<file path="config.mk">
export PLATFORM = sky130hd
export DESIGN_NAME = fifo_stream_reader
export DESIGN_NICKNAME = d
export VERILOG_FILES = /design/src/rtl/fifo_stream_reader.sv
export SDC_FILE = /design/constraint.sdc
export NUM_CORES = 1
export LEC_CHECK = 0
export BUFFER_PORTS_ARGS = -buffer_cell sky130_fd_sc_hd__buf_2
export CORE_MARGIN = 2
export CORE_UTILIZATION = 35
export DETAILED_ROUTE_END_ITERATION = 7
export PLACE_DENSITY = 0.67
export RECOVER_POWER = 50
export SLEW_MARGIN = 20
export SYNTH_ARGS = -nofsm -noshare
export SYNTH_HDL_FRONTEND = slang
export SYNTH_SLANG_ARGS = --single-unit
</file>
<file path="constraint.sdc">
create_clock -name clock -period 1.9 [get_ports clock]
set_input_delay 0.57 -clock clock [delete_from_list [all_inputs] [get_ports clock]]
set_output_delay 0.57 -clock clock [all_outputs]
set_load 0.005 [all_outputs]
</file>
<file path="src/rtl/fifo_stream_reader.sv">
// fifo_stream_reader: turns a 1-cycle-latency FIFO read port
// into a valid/ready stream through a 2-entry output buffer.
module fifo_stream_reader #(
   parameter int WIDTH = 8
) (
   input  logic             clock,
   input  logic             reset,
   input  logic             fifo_empty,
   output logic             fifo_read_enable,
   input  logic [WIDTH-1:0] fifo_read_data,
   output logic             stream_valid,
   input  logic             stream_ready,
   output logic [WIDTH-1:0] stream_data,
   output logic [1:0]       buffer_level
);

   logic [WIDTH-1:0] entry0_q, entry1_q;
   logic [WIDTH-1:0] entry0_n, entry1_n;
   logic [1:0]       level_q, level_n;
   logic             inflight_q;
   logic             valid_q;
   logic             pop;
   logic [2:0]       occ;

   assign stream_valid = valid_q;
   assign stream_data  = entry0_q;
   assign buffer_level = level_q;

   // Read issue plus buffer next-state: shift on pop, then land the returning word.
   always_comb begin
      pop      = valid_q & stream_ready;
      occ      = {1'b0, level_q} + {2'b00, inflight_q};
      entry0_n = entry0_q;
      entry1_n = entry1_q;
      level_n  = level_q;
      fifo_read_enable = ~reset & ~fifo_empty
                         & ((occ < 3'd2) | pop);
      if (pop) begin
         entry0_n = entry1_q;
         level_n  = level_q - 2'd1;
      end
      if (inflight_q) begin
         if (level_n == 2'd0)
            entry0_n = fifo_read_data;
         else
            entry1_n = fifo_read_data;
         level_n = level_n + 2'd1;
      end
   end

   // Buffer, level, in-flight flag and registered valid.
   always_ff @(posedge clock) begin
      if (reset) begin
         entry0_q   <= '0;
         entry1_q   <= '0;
         level_q    <= 2'd0;
         inflight_q <= 1'b0;
         valid_q    <= 1'b0;
      end else begin
         entry0_q   <= entry0_n;
         entry1_q   <= entry1_n;
         level_q    <= level_n;
         inflight_q <= fifo_read_enable;
         valid_q    <= (level_n != 2'd0);
      end
   end

endmodule

</file>
==> results.py, run 1 <==
metrics = {
    "synthesis": {
        "synth_simple_gate_area_share_pct": 21.9,
        "synthDistinctLibCells": 24,
        "syn_inst": 95,
        "synth.net_count": 108,
        "mappedNetlistArea_sq_um": 876,
        "synth_compound_gate_area_share_pct": 14.1,
        "postSynthAreaPerCell_sq_um": 9.22,
        "yosysWarnings": 0,
        "fraction_of_registers_with_async_set_reset_pct": 0,
        "post_synth_mux_area_share_pct": 10.9,
        "synth.ff_latch_count": 20,
        "synth_area_in_xor_xnor_pct": 1.00,
        "synth_sequential_area_ratio_pct": 45.7,
        "combinational_family_with_the_most_area_after_synthesis": "simple AND/OR/NAND/NOR gates",
        "yosys_most_used_dff": "sky130_fd_sc_hd__dfxtp_1",
        "synth_enable_flop_cells": 0,
        "synth-adder-area-share_pct": 1.43,
    },
    "clock_tree": {
        "hold_buffers": 0,
        "cts.htree.levels": 1,
        "clock_latency_ps": 290,
        "tritoncts.num_buffers": 3,
        "max-clock-path-buffers": 2,
        "tritoncts_num_sinks": 20,
        "clk_transition_reported_paths_ps": 110,
        "ctsRootBufferMaster": "sky130_fd_sc_hd__clkbuf_4",
        "tritoncts_clock_tree": "built",
    },
    "die": {
        "die_w_um": 54.0,
        "initial_core_utilization_pct": 36.0,
        "die_height_um": 54.0,
        "std_cell_rows": 18,
        "io_pins": 24,
        "core_sq_mm": 0.00243,
        "die-area_sq_mm": 0.00292,
    },
    "route": {
        "avgViaCountPerCell": 5.00,
        "ant_nets": 0,
        "dr_total_vias": 770,
        "drt_pre_antenna_iters": 4,
        "drt_iter0_drc": 18,
        "drc_errors": 0,
        "drt-total-wl_um": 1840,
        "route.detailed.wl_per_inst_um": 12.0,
    },
    "critical_path": {
        "r2r-end": "entry1_q[7]$_SDFFE_PP0P_",
        "crit_arrival_ps": 1190,
        "r2r_cells": 7,
        "timing.critical_path.required_ps": 1330,
        "crit_fanout": 7,
        "worst_setup_path_end_kind": "primary output",
        "critical_path.reg2reg.startpoint": "buffer_level[0]$_SDFF_PP0_",
        "ff2ff_setup_slack_ps": 200,
        "crit_path_start_kind": "register",
        "worst-setup-path-type": "register to primary output",
    },
    "sta": {
        "hold_ws_ps": 431,
        "skew_ps": 1.72,
        "setup-tns-final_ps": 0,
        "final-max-slew-violation-count": 0,
        "layout_min_cycle_time_ps": 1760,
        "unrepaired_setup_endpoints_after_global_routing": "no",
        "final-hold-violation-count": 0,
        "period_share_pct": 92.5,
        "report.final.setup_viol": 0,
        "timing_worst_slew_pin_value_ps": 316,
        "achievable-frequency_mhz": 569,
        "slew-limit-headroom_pct": 78.9,
    },
    "global_routing": {
        "grtUsageTotal_pct": 14.1,
        "global_route_wire_length_before_repair_um": 2960,
        "number_of_antenna_violations_at_the_first_check_in_global_routing": 0,
        "first_global_vias": 683,
        "globalRoute.totalOverflow": 0,
        "maximum_number_of_pins_on_one_net_before_global_route_repair": 22,
    },
    "place": {
        "place_area_sq_mm": 0.00105,
        "portbufs": 23,
        "detailed_place_hpwl_um": 1320,
        "gp_congestion": 0.693,
    },
    "layout": {
        "regArea_sq_um": 402,
        "n_fill_cell": 245,
        "multiInputGateArea_sq_um": 429,
        "layout.cells.most_common_list": "20 x sky130_fd_sc_hd__nor2_1, 19 x sky130_fd_sc_hd__dfxtp_1, 17 x sky130_fd_sc_hd__buf_2",
        "layout.nets": 138,
        "final_cell_area_sq_mm": 0.00107,
        "layout_commonest_cell": "sky130_fd_sc_hd__nor2_1",
        "antenna_cells": 0,
        "share_of_post_route_cells_with_drive_strength_above_1_pct": 29.0,
        "fin_util_pct": 44.1,
        "area_delta_synth_final_pct": 22.6,
    },
    "pwr": {
        "switching_share_pct": 29.6,
        "ir_drop_mv": 0.364,
        "p_switching_mw": 0.304,
        "internal-power_mw": 0.724,
        "clock_power_share_pct": 24.0,
        "seq_power_share_pct": 49.0,
        "power.leakage_nw": 0.428,
        "power.combinational.fraction_pct": 27.1,
        "power.total_mw": 1.03,
        "power.density_cell_area_mw_per_mm2": 957,
    },
    "run": {
        "timing.max_cap.violations": 0,
    },
    "worst_hold_path": {
        "hold_path_depth": 2,
        "min_path_type": "primary input to register",
        "hp-start": "fifo_empty",
        "min_delay_worst_endpoint": "inflight_q$_SDFF_PP0_",
    },
    "status": {
        "run_status": "finished clean",
    },
}
-- through the flow --
| stage | setup WS (ps) | std cells |
|---|---|---|
| after floorplan | 128 | 95 |
| after global placement | -41.2 | 150 |
| after detailed placement | -69.9 | 150 |
| after CTS | 52.1 | 154 |
| after global routing | 9.13 | 154 |
| final | 142 | 154 |
-- power by group through the flow --
| stage | logic (mW) | clock network [mW] | registers (mW) |
|---|---|---|---|
| floorplan | 0.187 | 0 | 0.512 |
| global placement | 0.290 | 0 | 0.510 |
| detailed placement | 0.292 | 0 | 0.512 |
| CTS | 0.294 | 0.257 | 0.502 |
| global route | 0.311 | 0.272 | 0.512 |
| finish | 0.278 | 0.246 | 0.503 |
-- registers in the layout (all words and copies together) (netlist names) --
| signal | cells |
|---|---|
| stream_valid | 1 |
| inflight_q | 1 |
| stream_data | 8 |
| entry1_q | 8 |
| buffer_level | 2 |
-- layout make-up --
type                       count  share of cell area, %
tap                           30                   3.50
timing repair buffer          31                   15.4
inverter                       1                  0.350
multi-input combinational     68                   40.0
clock buffer                   4                   3.38
sequential                    20                   37.4
-- synthesized netlist by cell type (2+ instances only) --
cell type                  count  area, sq um
sky130_fd_sc_hd__dfxtp_1      20          400
sky130_fd_sc_hd__a21oi_1       3         15.0
sky130_fd_sc_hd__a311oi_2      2         30.0
sky130_fd_sc_hd__nand2_1       8         30.0
sky130_fd_sc_hd__nand2_2       2         12.5
sky130_fd_sc_hd__nor2_1       20         75.1
sky130_fd_sc_hd__mux2i_1       8         80.1
sky130_fd_sc_hd__nor3_1        2         10.0
sky130_fd_sc_hd__nand3_1       8         40.0
sky130_fd_sc_hd__buf_2         2         10.0
sky130_fd_sc_hd__buf_6         2         22.5
sky130_fd_sc_hd__a311oi_1      6         52.6
-- cell families (layout without fill, tap and decap cells) --
group,after synthesis,count (layout)
AND/OR/NAND/NOR,43,43
buffers and inverters,7,36
XOR/XNOR,1,1
multiplexers,9,9
flip-flops,20,20
adder cells (fa/ha/maj),1,1
AO/OA/AOI/OAI,14,14
-- per-layer routing --
layer	vias to the layer above	routed length, um	track usage (%)
met1	352	944	18.7
met4	0	14	6.25
met5	-	0	0
li1	393	-	-
met2	23	792	22.4
met3	2	93	2.50
-- critical path, cell delays in order (launching register included) --
cell	delay, ps
sky130_fd_sc_hd__dfxtp_2	410
sky130_fd_sc_hd__a21oi_1	80
sky130_fd_sc_hd__a21oi_1	210
sky130_fd_sc_hd__nor3_1	70
sky130_fd_sc_hd__buf_2	130
-- worst max path at each step --
stage | start | endpoint | slack [ps] | cells after the start
CTS | inflight_q$_SDFF_PP0_ | fifo_read_enable | 50 | 4
global route | inflight_q$_SDFF_PP0_ | fifo_read_enable | 9 | 4
finish | inflight_q$_SDFF_PP0_ | fifo_read_enable | 140 | 4
global placement | stream_ready | entry1_q[5]$_SDFFE_PP0P_ | -40 | 8
floorplan | stream_ready | entry1_q[0]$_SDFFE_PP0P_ | 130 | 7
detailed placement | stream_ready | entry1_q[6]$_SDFFE_PP0P_ | -70 | 8
-- repair_timing --
action                                 4_1_cts  5_1_grt
endpoints found under the hold margin        0        0
setup buffers                                0        0
gates resized for setup                      0        1
setup endpoints to repair                    0        1
Power figures use the tool's default switching activity.
==> run 2, diff against run 1 <==
==> constraint.sdc (replaced) <==
create_clock -name clock -period 2 [get_ports clock]
set_input_delay 0.6 -clock clock [delete_from_list [all_inputs] [get_ports clock]]
set_output_delay 0.6 -clock clock [all_outputs]
set_load 0.1 [all_outputs]
==> run 2 against run 1 <==
Effect of this change:
- critical path depth unchanged
- total power up 28%
- register-to-register slack better by 20 ps
- clock-buffer cell count unchanged
- hold slack better by 60 ps
- combinational power up 90%
- worst setup slack worse by 70 ps
- routed wire length down 0.11%
- clock skew up 3.3 ps
- critical path type unchanged
- critical endpoint unchanged
==> results.py, run 2 (synthesis gave the netlist of run 1 again) <==
metrics = {
    "sta": {
        "final-hold-violation-count": 0,
        "achievable-frequency_mhz": 519,
        "final-max-slew-violation-count": 0,
        "timing.final.ws_setup_ps": 71.8,
        "slew-limit-headroom_pct": 34.7,
        "period_share_pct": 96.4,
        "unrepaired_setup_endpoints_after_global_routing": "no",
        "layout_min_cycle_time_ps": 1930,
        "timing_worst_slew_pin_value_ps": 980,
        "report.final.setup_viol": 0,
        "skew_ps": 5.06,
    },
    "route": {
        "avgViaCountPerCell": 5.03,
        "wl_met2_um": 879,
        "drt_iter0_drc": 8,
        "drc_errors": 0,
        "ant_nets": 0,
        "dr_total_vias": 760,
        "route.detailed.wl_per_inst_um": 12.2,
        "detailroute.wirelength.met3_um": 125,
        "drt_pre_antenna_iters": 4,
        "routedLengthMet1_um": 823,
        "drt-total-wl_um": 1840,
        "highest_layer": "met4",
    },
    "clock_tree": {
        "max-clock-path-buffers": 2,
        "clock_latency_ps": 300,
        "tritoncts_num_sinks": 20,
        "ctsRootBufferMaster": "sky130_fd_sc_hd__clkbuf_4",
        "tritoncts.num_buffers": 3,
        "cts.htree.levels": 1,
        "tritoncts_clock_tree": "built",
        "clk_transition_reported_paths_ps": 120,
        "cts_post_setup_buffers_inserted": 0,
    },
    "critical_path": {
        "crit_path_start_kind": "register",
        "timing.critical_path.slowest_stage_cell": "sky130_fd_sc_hd__dfxtp_4",
        "ff2ff_setup_slack_ps": 220,
        "crit_fanout": 7,
        "worst_path_dominant_cell_family": "flip-flops",
        "worst-setup-path-type": "register to primary output",
        "cp_slowest_stage_delay_ps": 390,
        "crit_arrival_ps": 1330,
        "ordered_list_of_cells_on_the_worst_path": "a21oi_4 -> a21oi_4 -> nor3_4 -> buf_12",
        "timing.critical_path.required_ps": 1400,
        "crit_path_frequent_cell": "sky130_fd_sc_hd__a21oi_4",
        "total_buffers_and_inverters_traversed_by_the_critical_path": 1,
        "critical_path.reg2reg.startpoint": "stream_valid$_SDFF_PP0_",
        "critPathLaunch": "inflight_q$_SDFF_PP0_",
        "worst_setup_path_end_kind": "primary output",
    },
    "pwr": {
        "power.density_cell_area_mw_per_mm2": 1150,
        "ir_drop_mv": 0.626,
        "power.leakage_nw": 0.448,
        "power.total_mw": 1.31,
    },
    "die": {
        "die_w_um": 54.0,
        "initial_core_utilization_pct": 36.0,
        "die-area_sq_mm": 0.00292,
        "io_pins": 24,
        "die_height_um": 54.0,
        "core_sq_mm": 0.00243,
        "std_cell_rows": 18,
    },
    "layout": {
        "layout.cells.most_common_list": "20 x sky130_fd_sc_hd__nor2_1, 16 x sky130_fd_sc_hd__dfxtp_1, 14 x sky130_fd_sc_hd__buf_2",
        "layout_commonest_cell": "sky130_fd_sc_hd__nor2_1",
        "share_of_post_route_cells_with_drive_strength_above_1_pct": 36.4,
        "layout.nets": 135,
        "antenna_cells": 0,
        "area_delta_synth_final_pct": 30.1,
    },
    "global_routing": {
        "maximum_number_of_pins_on_one_net_before_global_route_repair": 22,
        "globalRoute.totalOverflow": 0,
        "grtUsageTotal_pct": 15.9,
        "global_route_wire_length_before_repair_um": 3220,
        "number_of_antenna_violations_at_the_first_check_in_global_routing": 0,
        "first_global_vias": 727,
    },
    "worst_hold_path": {
        "hp-start": "stream_data[3]$_SDFF_PP0_",
        "min_path_type": "register to register",
    },
    "run": {
        "timing.max_cap.violations": 0,
    },
    "place": {
        "portbufs": 23,
        "gp_congestion": 0.699,
        "detailed_place_hpwl_um": 1330,
        "pre_cts_slack_ps": -8.64,
    },
    "status": {
        "run_status": "finished clean",
    },
}
-- run 2: area by class of cell --
type | count | area [sq um]
repair buffers | 28 | 176
fillers | 258 | 1290
flip-flops and latches | 20 | 413
multi-input cells | 68 | 462
inverters | 1 | 3.75
well taps | 30 | 37.5
clock buffers | 4 | 47.5
-- run 2: tightest hold or removal path: cells and delay by family (launching register included) --
| family | cells | cell delay (ps) |
|---|---|---|
| compound gates | 1 | 80 |
| simple gates | 1 | 50 |
| flops | 1 | 330 |
-- run 2: through the flow --
step	instance area (sq um)	setup TNS [ps]	util, %	std cells	hold WS, ps
floorplan	928	-185	-	95	460
global placement	1090	0	44.8	147	465
detailed placement	1090	-13.9	44.8	147	471
CTS	1140	0	46.8	151	485
global route	1140	0	46.9	151	492
finish	1140	0	46.9	151	491
-- run 2: per-layer routing --
metal  GRT usage, %  vias to the layer above
li1               -                      389
met3           6.39                        2
met4           5.00                        0
met5              0                        -
met1           17.7                      346
met2           27.4                       23
-- run 2: final timing paths --
check	end	cells after the start
setup reg to reg	entry1_q[0]$_SDFFE_PP0P_	7
setup / recovery	fifo_read_enable	4
hold / removal	stream_data[3]$_SDFF_PP0_	2
hold reg to reg	stream_data[3]$_SDFF_PP0_	2
-- run 2: what timing repair did --
action                                  in CTS  in global routing
pin swaps                                    0                  1
endpoints found under the setup margin       1                  1
resized for setup                            1                  2
hold buffers                                 0                  0
-- run 2: report_power, final --
part	switching [mW]	leakage (nW)	total [mW]	internal [mW]
sequential	0.0501	0.166	0.501	0.451
clock	0.130	0.0261	0.282	0.153
combinational	0.387	0.257	0.528	0.141
total	0.567	0.448	1.31	0.744
